--- config.mk ---
export PLATFORM = sky130hd
export DESIGN_NAME = pkt_prior_dequeuer
export DESIGN_NICKNAME = d
export VERILOG_FILES = /design/src/rtl/pkt_prior_dequeuer.sv
export SDC_FILE = /design/constraint.sdc
export NUM_CORES = 2
export LEC_CHECK = 0
export CORE_ASPECT_RATIO = 0.5
export CORE_UTILIZATION = 57
export DETAILED_ROUTE_END_ITERATION = 16
export PLACE_DENSITY = 0.77
export SLEW_MARGIN = 10
export SYNTH_ARGS = -nofsm -noshare
export SYNTH_HDL_FRONTEND = slang
export SYNTH_SLANG_ARGS = --single-unit
export TNS_END_PERCENT = 5
--- constraint.sdc ---
create_clock -name clk -period 30.1 [get_ports clk]
set_input_delay 4.515 -clock clk [delete_from_list [all_inputs] [get_ports clk]]
set_output_delay 4.515 -clock clk [all_outputs]
set_load 0.1 [all_outputs]
--- src/rtl/pkt_prior_dequeuer.sv ---
// Priority dequeuer: age-ordered compacting buffer with show-ahead egress.
// Index 0 is always the oldest entry; valid entries sit in 0..count-1.
// The most urgent entry (ties -> oldest) is presented, unless the oldest
// entry has been bypassed STARVE_LIMIT times, in which case it is forced out.

// One storage slot: loads a new entry, or takes its upper neighbour on compaction.
module pkt_prior_slot #(
  parameter int EW = 38
) (
  input  logic          clk,
  input  logic          rst,
  input  logic          shift,
  input  logic          load,
  input  logic [EW-1:0] up_ent,
  input  logic [EW-1:0] in_ent,
  output logic [EW-1:0] ent
);

  // Load wins over shift: an enqueue lands on the slot freed by compaction.
  always_ff @(posedge clk or negedge rst) begin
    if (!rst)       ent <= '0;
    else if (load)  ent <= in_ent;
    else if (shift) ent <= up_ent;
  end

endmodule

module pkt_prior_dequeuer #(
  parameter int DWIDTH       = 32,
  parameter int PRIOR_WIDTH  = 6,
  parameter int QUEUE_SIZE   = 16,
  parameter int STARVE_LIMIT = 8
) (
  input  logic                          clk,
  input  logic                          rst,
  input  logic                          in_valid,
  input  logic [DWIDTH-1:0]             in_data,
  input  logic [PRIOR_WIDTH-1:0]        in_prior,
  output logic                          in_ready,
  output logic                          out_valid,
  output logic [DWIDTH-1:0]             out_data,
  output logic [PRIOR_WIDTH-1:0]        out_prior,
  input  logic                          out_deq_en,
  output logic [$clog2(QUEUE_SIZE):0]   count,
  output logic [15:0]                   drop_cnt
);

  localparam int IW = $clog2(QUEUE_SIZE);
  localparam int CW = IW + 1;
  localparam int EW = DWIDTH + PRIOR_WIDTH;
  localparam logic [7:0] SLIM = 8'(STARVE_LIMIT);

  // Slot contents, packed as {data, prior}.
  logic [QUEUE_SIZE-1:0][EW-1:0] ent;
  logic [QUEUE_SIZE-1:0][EW-1:0] up_ent;
  logic [QUEUE_SIZE-1:0]         shift;
  logic [QUEUE_SIZE-1:0]         load;

  logic [IW-1:0]          sel;
  logic [PRIOR_WIDTH-1:0] best;
  logic                   do_push;
  logic                   do_pop;
  logic [CW-1:0]          wr_idx;
  logic [CW-1:0]          count_n;
  logic [7:0]             byp_cnt;
  logic [7:0]             byp_n;

  assign in_ready  = (count != CW'(QUEUE_SIZE));
  assign out_valid = (count != '0);
  assign do_push   = in_valid && in_ready;
  assign do_pop    = out_deq_en && out_valid;
  // With a pop in the same cycle the tail moves down by one.
  assign wr_idx    = count - CW'(do_pop);
  assign count_n   = count + CW'(do_push) - CW'(do_pop);

  // Pick the forced oldest entry when starving, else the highest priority (oldest on tie).
  always_comb begin
    sel  = '0;
    best = '0;
    if (STARVE_LIMIT != 0 && byp_cnt == SLIM) begin
      sel = '0;
    end else begin
      for (int i = 0; i < QUEUE_SIZE; i++) begin
        if (CW'(i) < count && ent[i][PRIOR_WIDTH-1:0] > best) begin
          best = ent[i][PRIOR_WIDTH-1:0];
          sel  = IW'(i);
        end
      end
    end
  end

  assign out_data  = out_valid ? ent[sel][EW-1:PRIOR_WIDTH] : '0;
  assign out_prior = out_valid ? ent[sel][PRIOR_WIDTH-1:0]  : '0;

  // Per-slot control: everything at or above the popped index shifts down.
  for (genvar i = 0; i < QUEUE_SIZE; i++) begin : g_slot
    if (i < QUEUE_SIZE - 1) begin : g_up
      assign up_ent[i] = ent[i+1];
    end else begin : g_top
      assign up_ent[i] = '0;
    end
    assign shift[i] = do_pop  && (CW'(i) >= {1'b0, sel});
    assign load[i]  = do_push && (wr_idx == CW'(i));

    pkt_prior_slot #(.EW(EW)) u_slot (
      .clk    (clk),
      .rst    (rst),
      .shift  (shift[i]),
      .load   (load[i]),
      .up_ent (up_ent[i]),
      .in_ent ({in_data, in_prior}),
      .ent    (ent[i])
    );
  end

  // Bypass counter: reset by serving the oldest, bumped (saturating) by serving any other.
  always_comb begin
    byp_n = byp_cnt;
    if (do_pop) begin
      if (sel == '0)           byp_n = '0;
      else if (byp_cnt < SLIM) byp_n = byp_cnt + 8'd1;
    end
    if (count_n == '0) byp_n = '0;
  end

  // Occupancy, bypass and drop bookkeeping.
  always_ff @(posedge clk or negedge rst) begin
    if (!rst) begin
      count    <= '0;
      byp_cnt  <= '0;
      drop_cnt <= '0;
    end else begin
      count   <= count_n;
      byp_cnt <= byp_n;
      if (in_valid && !in_ready && drop_cnt != 16'hFFFF)
        drop_cnt <= drop_cnt + 16'd1;
    end
  end

endmodule
* Yosys cells after proc, flatten, opt, wreduce, memory -nomap -nowiden *
Cells that the tools add are included.

cells by class
  add/subtract/negate cells = 5
  multipliers = 0
  divide/modulo/power cells = 0
  order comparisons = 49
  equality and inequality tests = 18
  shifts and indexed selects = 0
  mux-type cells = 86
  bitwise operators = 0
  reduce and logical (&&, ||, !) cells = 75

operators by type and width
  cell                                                               number
  two-way mux 38 bit                                                 33
  two-way mux 6 bit                                                  31
  binary-select mux 38 bit (select 4 bit)                            1
  greater-than comparator 6 bit                                      15
  two-way mux 4 bit                                                  15
  logical AND 1 bit                                                  51
  equality test 5 x 4 -> 1 bit (second input constant)               8
  less-than comparator 4 x 5 -> 1 bit (first input constant)         8
  nonzero test 2 bit                                                 17
  two-way mux 32 bit                                                 1
  two-way mux 8 bit                                                  4
  greater-or-equal comparator 4 bit (first input constant)           7
  equality test 5 x 3 -> 1 bit (second input constant)               4
  less-than comparator 3 x 5 -> 1 bit (first input constant)         4
  adder 16 x 1 -> 16 bit (second input constant)                     1
  greater-or-equal comparator 3 x 4 -> 1 bit (first input constant)  4
  inequality test 16 bit (second input constant)                     1
  equality test 5 x 2 -> 1 bit (second input constant)               2
  logical NOT 5 bit                                                  2
  less-than comparator 1 x 5 -> 1 bit (first input constant)         2
  less-than comparator 2 x 5 -> 1 bit (first input constant)         2
  subtractor 5 x 1 -> 5 bit                                          2
  adder 8 x 1 -> 8 bit (second input constant)                       1
  equality test 8 x 4 -> 1 bit (second input constant)               1
  other kinds (14)                                                   16

storage, ports and cells
  bits in registers = 637
  latch bits = 0
  bits in writable memories = 0
  ROM bits = 0
  input port bits = 42
  output and inout port bits = 61
  word-level logic and storage cells = 252
  memories = 0

* Depth between registers and ports, before layout *
  depth after elaboration = 68
  depth in mapped cells = 164
  depth with buffers taken out = 149

* Cells and area by module *
Synthesis repeated with hierarchy kept, for this count alone.

unflattened totals
  cells, all modules = 4333
  area, all modules = 40294.9 um^2

modules (own cells, without submodules)
  module              instances  cells an instance  area each (um^2)  seq. area each (um^2)
  pkt_prior_slot      16         164                1759.2            950.9
  pkt_prior_dequeuer  1          1709               12147.9           725.7

* Worst setup path before layout *
OpenSTA, ideal clock, no wires.

  path type = flip-flop to output port
  start point = reg count[1]
  end point = out out_prior[0]
  data arrival time = 31.902 ns
  required time = 25.585 ns
  path slack = -6.317 ns
  cell stages (with the launch flop) = 145
  buffers on the path = 13
  path through = dfrtp_1 inv_1 ha_1 nand3b_1 and2_1 inv_1 ha_1 and4_1 o21ai_0 a31oi_1 nand2_1 o21ai_0 inv_1 ha_1 a211o_1 a21oi_1 and4_1 a211oi_2 [... 109 more ...] o21ai_0 ha_1 nor2b_1 o21a_1 o21ai_0 nand2b_1 a21oi_1 nor2b_1 o221ai_1 nand2_1 a21oi_1 a41oi_1 and4_1 buf_2 clkbuf_1 o211ai_1 nand4_1 a2111oi_1

on the way
  cells in the longest elaborated chain, start to end = 67
  elaborated cells between the ends (all ways) = 97
  those cells by class = 31 x order compare; 49 x mux; 17 x reduce/logical

RTL lines
  element                                   RTL line  RTL
  from (decl)                               44        output logic [$clog2(QUEUE_SIZE):0] count,
  from (signal assigned)                    133       count <= count_n;
  less-than comparator 1 x 5 -> 1 bit       84        if (CW'(i) < count && ent[i][PRIOR_WIDTH-1:0] > best) begin
  logical AND 1 bit                         84
  two-way mux 6 bit                         84
  two-way mux 6 bit                         80        if (STARVE_LIMIT != 0 && byp_cnt == SLIM) begin
  greater-than comparator 6 bit             84
  logical AND 1 bit                         84
  two-way mux 6 bit                         84
  two-way mux 6 bit                         80
  [... 51 more ...]                         n/a
  two-way mux 6 bit                         80
  greater-than comparator 6 bit             84
  logical AND 1 bit                         84
  two-way mux 4 bit                         84
  two-way mux 4 bit                         80
  binary-select mux 38 bit (select 4 bit)   93        assign out_prior = out_valid ? ent[sel][PRIOR_WIDTH-1:0] : '0;
  two-way mux 38 bit (implied by the code)  93
  two-way mux 6 bit (*)                     93
  to (decl)                                 42        output logic [PRIOR_WIDTH-1:0] out_prior,

Every way passes the cells marked *; elsewhere a longest branch is shown, timed or not. The select of a mux whose other input is x is not followed.

* Worst setup path in the final report *
  start point = reg count[1]
  end point = out out_data[20]

on the way
  cells in the longest elaborated chain, start to end = 67
  elaborated cells between the ends (all ways) = 97
  those cells by class = 31 x order compare; 49 x mux; 17 x reduce/logical

RTL lines
  element                                  RTL line  RTL
  less-than comparator 1 x 5 -> 1 bit      84
  logical AND 1 bit                        84
  two-way mux 6 bit                        84
  two-way mux 6 bit                        80
  greater-than comparator 6 bit            84
  logical AND 1 bit                        84
  two-way mux 6 bit                        84
  two-way mux 6 bit                        80
  [... 51 more ...]                        n/a
  two-way mux 6 bit                        80
  greater-than comparator 6 bit            84
  logical AND 1 bit                        84
  two-way mux 4 bit                        84
  two-way mux 4 bit                        80
  binary-select mux 38 bit (select 4 bit)  92        assign out_data = out_valid ? ent[sel][EW-1:PRIOR_WIDTH] : '0;
  two-way mux 38 bit                       n/a
  two-way mux 32 bit (*)                   92
  to (decl)                                41        output logic [DWIDTH-1:0] out_data,

Marked as above.

==> results.md <==
* Outcome: complete, but fails checks
* Failing checks: negative setup slack
* Distinct cells, synth at 113
* Unrepaired setup endpoints after global routing: yes
* Cts-stage hold buffer count at 0
* Worst Reg-to-Reg Cells at 145
* Root Driver: clkbuf_16
* Synth Register Bits at 637
* Register-to-Register Setup Slack at 2.79 ns
* H-tree levels at 2
* Die X at 374 um
* Synth Area per Inst at 8.45 sq um
* Core ar. at 67,700 sq um
* Cell mode on critical path: ha_4
* CP max stage cell: or4b_4
* Clk buf depth at 3
* Number of synthesis warnings at 0
* Storage cell area at 16,000 sq um
* Post-synthesis cell count at 4,678
* Final hold violation count at 0
* Synth-to-layout area growth at 17.9%
* Worst Setup EP: out_data[20]
* Max Fclk at 32.4 MHz
* Sink Count at 637
* Initial core utilization at 0.583
* Post-route antenna net violation count at 0
* Top-count cell post-synth: nand2_1
* Crit Path Category: flop to output port
* Final GP Congestion at 0.980
* Layout cell share with drive strength beyond 1 at 0.153
* Pins over their slew limit at 0
* CP arrival at 26.31 ns
* PortBufs at 102
* Initial antenna violation count at 3
* Number of synthesized flops with an enable pin at 0
* Worst setup margin at -0.729 ns
* FP Rows at 67
* Post-synth top flop: dfrtp_1
* MaxCap Viol Count at 0
* Post-Syn Area at 39,500 sq um
* Setup violators final at 38
* DRC at 0
* Util after Layout at 0.688
* Worst hold stages at 1
* CP Max Fanout at 7
* Post-layout min period at 30.83 ns
* Vias at 37,500
* Clock latency at the later pin of the worst-skew pair at 0.68 ns
* 1st-iter DRT viols at 5,050
* Drt total wl at 141,000 um
* Worst rel slew slack at 0.192
* Setup crit start: count[1]$_DFF_PN0_
* Sequential fraction of the synthesis area at 0.403
* Worst slew pin tran at 1.21 ns
* DR vias/cell at 6.61
* Vias in the first global route at 36,200
* Multi-input logic area at 22,900 sq um
* Largest area contributor in the netlist: dfrtp_1
* Worst R2R Start: count[1]$_DFF_PN0_
* Syn Nets at 4,805
* Overflow after GRT at 0
* DIE AREA at 70,400 sq um
* List of most frequent post-synthesis cells: nand2_1, dfrtp_1, mux2i_1
* Chip Height at 188 um
* CTS tree: built
* Post-DP HPWL at 84,000 um
* CP endpoint kind: output port
* Worst Path Required at 25.59 ns
* Total GRT Usage at 0.392
* Fillers at 5,083
* Finished Layout Cells at 5,677
* Top-area cell type share of the netlist area at 0.403
* Placed insts at 5,507
* Ys async rst share at 1.00
* Area contributors post-synth: dfrtp_1, mux2i_1, nand2_1
* Clock slew at reported path FFs at 0.07 ns
* Period utilization at 1.02
* Ports at 103
* Setup crit start kind: flop
* Slowest stage delay, CP at 0.48 ns
* Largest net degree at the start of global routing at 172
* Reg2reg end: g_slot[4].u_slot.ent[2]$_DFFE_PN0P_
* Hold Path Class: flop to flop
* Number of CTS-inserted buffers at 58
* Layout net count at 4,858
* First-pass GRT wire length at 213,000 um
* First-pass detailed-route iteration total at 8
* Dpl ws at -0.642 ns
* Wire per inst at 24.8 um
* Worst clock skew at 0.0492 ns
==> layout make-up <==
type                       instances  area share
multi-input combinational       3547       0.492
sequential                       637       0.343
timing repair buffer             394      0.0919
clock buffer                      88      0.0362
tap                              897      0.0241
inverter                          93     0.00792
clock inverter                    18     0.00518
antenna                            3    0.000161
==> flip-flops by register name (all words and copies together), names as in the netlist <==
signal / cells
byp_cnt: 8
count: 5
drop_cnt: 16
g_slot.u_slot.ent: 608
==> cells by family after synthesis <==
group | share of synthesized area
flops | 0.403
xor+xnor | 0.00532
mux | 0.156
buf+inv | 0.0539
compound gates | 0.158
fa+ha+maj | 0.0274
simple gates | 0.196
==> stage by stage <==
| stage | hold WS (ns) | setup TNS (ns) | cell area (sq um) |
|---|---|---|---|
| floorplan | 0.456 | -39.64 | 40200 |
| global placement | 0.464 | -0.0560 | 43400 |
| detailed placement | 0.478 | -17.38 | 43400 |
| CTS | 0.492 | -6.55 | 46300 |
| global route | 0.511 | -68.73 | 46600 |
| finish | 0.491 | -25.25 | 46600 |
==> worst max-delay path: cells and delay by family, from the launching register on <==
kind	cells	cell delay, ns
muxes	9	2.86
AOI/OAI and AO/OA	50	9.16
adders and majority gates	17	4.12
DFF	1	0.43
and+or+nand+nor	48	7.10
buffers and inverters	20	1.87
==> repair_timing <==
| item | CTS | global route |
|---|---|---|
| endpoints found under the setup margin | 38 | 38 |
| pin swaps | 89 | 49 |
| buffers inserted | 47 | 10 |
| resized for setup | 117 | 61 |
| gates cloned | 5 | 0 |
==> worst min path at each step <==
stage / startpoint / slack [ns] / end
floorplan: byp_cnt[7]$_DFFE_PN0P_ / 0.46 / byp_cnt[7]$_DFFE_PN0P_
global placement: byp_cnt[7]$_DFFE_PN0P_ / 0.46 / byp_cnt[7]$_DFFE_PN0P_
detailed placement: byp_cnt[7]$_DFFE_PN0P_ / 0.48 / byp_cnt[7]$_DFFE_PN0P_
CTS: byp_cnt[7]$_DFFE_PN0P_ / 0.49 / byp_cnt[7]$_DFFE_PN0P_
global route: drop_cnt[15]$_DFFE_PN0P_ / 0.51 / drop_cnt[15]$_DFFE_PN0P_
finish: byp_cnt[7]$_DFFE_PN0P_ / 0.49 / byp_cnt[7]$_DFFE_PN0P_
==> layer usage <==
layer  part of all wire  vias to the layer above  global-route usage  routed length, um
met2               0.42                     2614               0.581              59200
met4              0.050                        0               0.181               7090
li1                   -                    16400                   -                  -
met3               0.14                      554               0.102              19200
met1               0.39                    17900               0.538              55000
met5                  0                        -                   0                  0
==> layout by cell type (no fill, tap or decap), types with 17 or more instances in the layout <==
cell / netlist / layout
nand2_1: 975 / 948
dfrtp_1: 637 / 632
mux2i_1: 534 / 529
nor2_1: 503 / 494
a21oi_1: 405 / 386
buf_4: 21 / 228
o21ai_0: 193 / 173
nand3_1: 150 / 147
a31oi_1: 114 / 109
buf_12: 0 / 77
inv_1: 92 / 72
a32oi_1: 65 / 64
clkdlybuf4s50_1: 0 / 63
clkbuf_16: 0 / 58
ha_1: 84 / 53
o21ai_1: 26 / 35
mux2_1: 27 / 27
ha_4: 0 / 26
mux2_2: 40 / 24
nand4_1: 23 / 23
a32o_1: 23 / 22
and3_1: 20 / 19
mux2_4: 3 / 19
xnor2_1: 18 / 18
clkbuf_1: 263 / 18
a21o_1: 20 / 17
nor3_1: 19 / 17
Power is not shown: default switching activity piles up to over one toggle a cycle in this logic, so the estimate is an artifact.
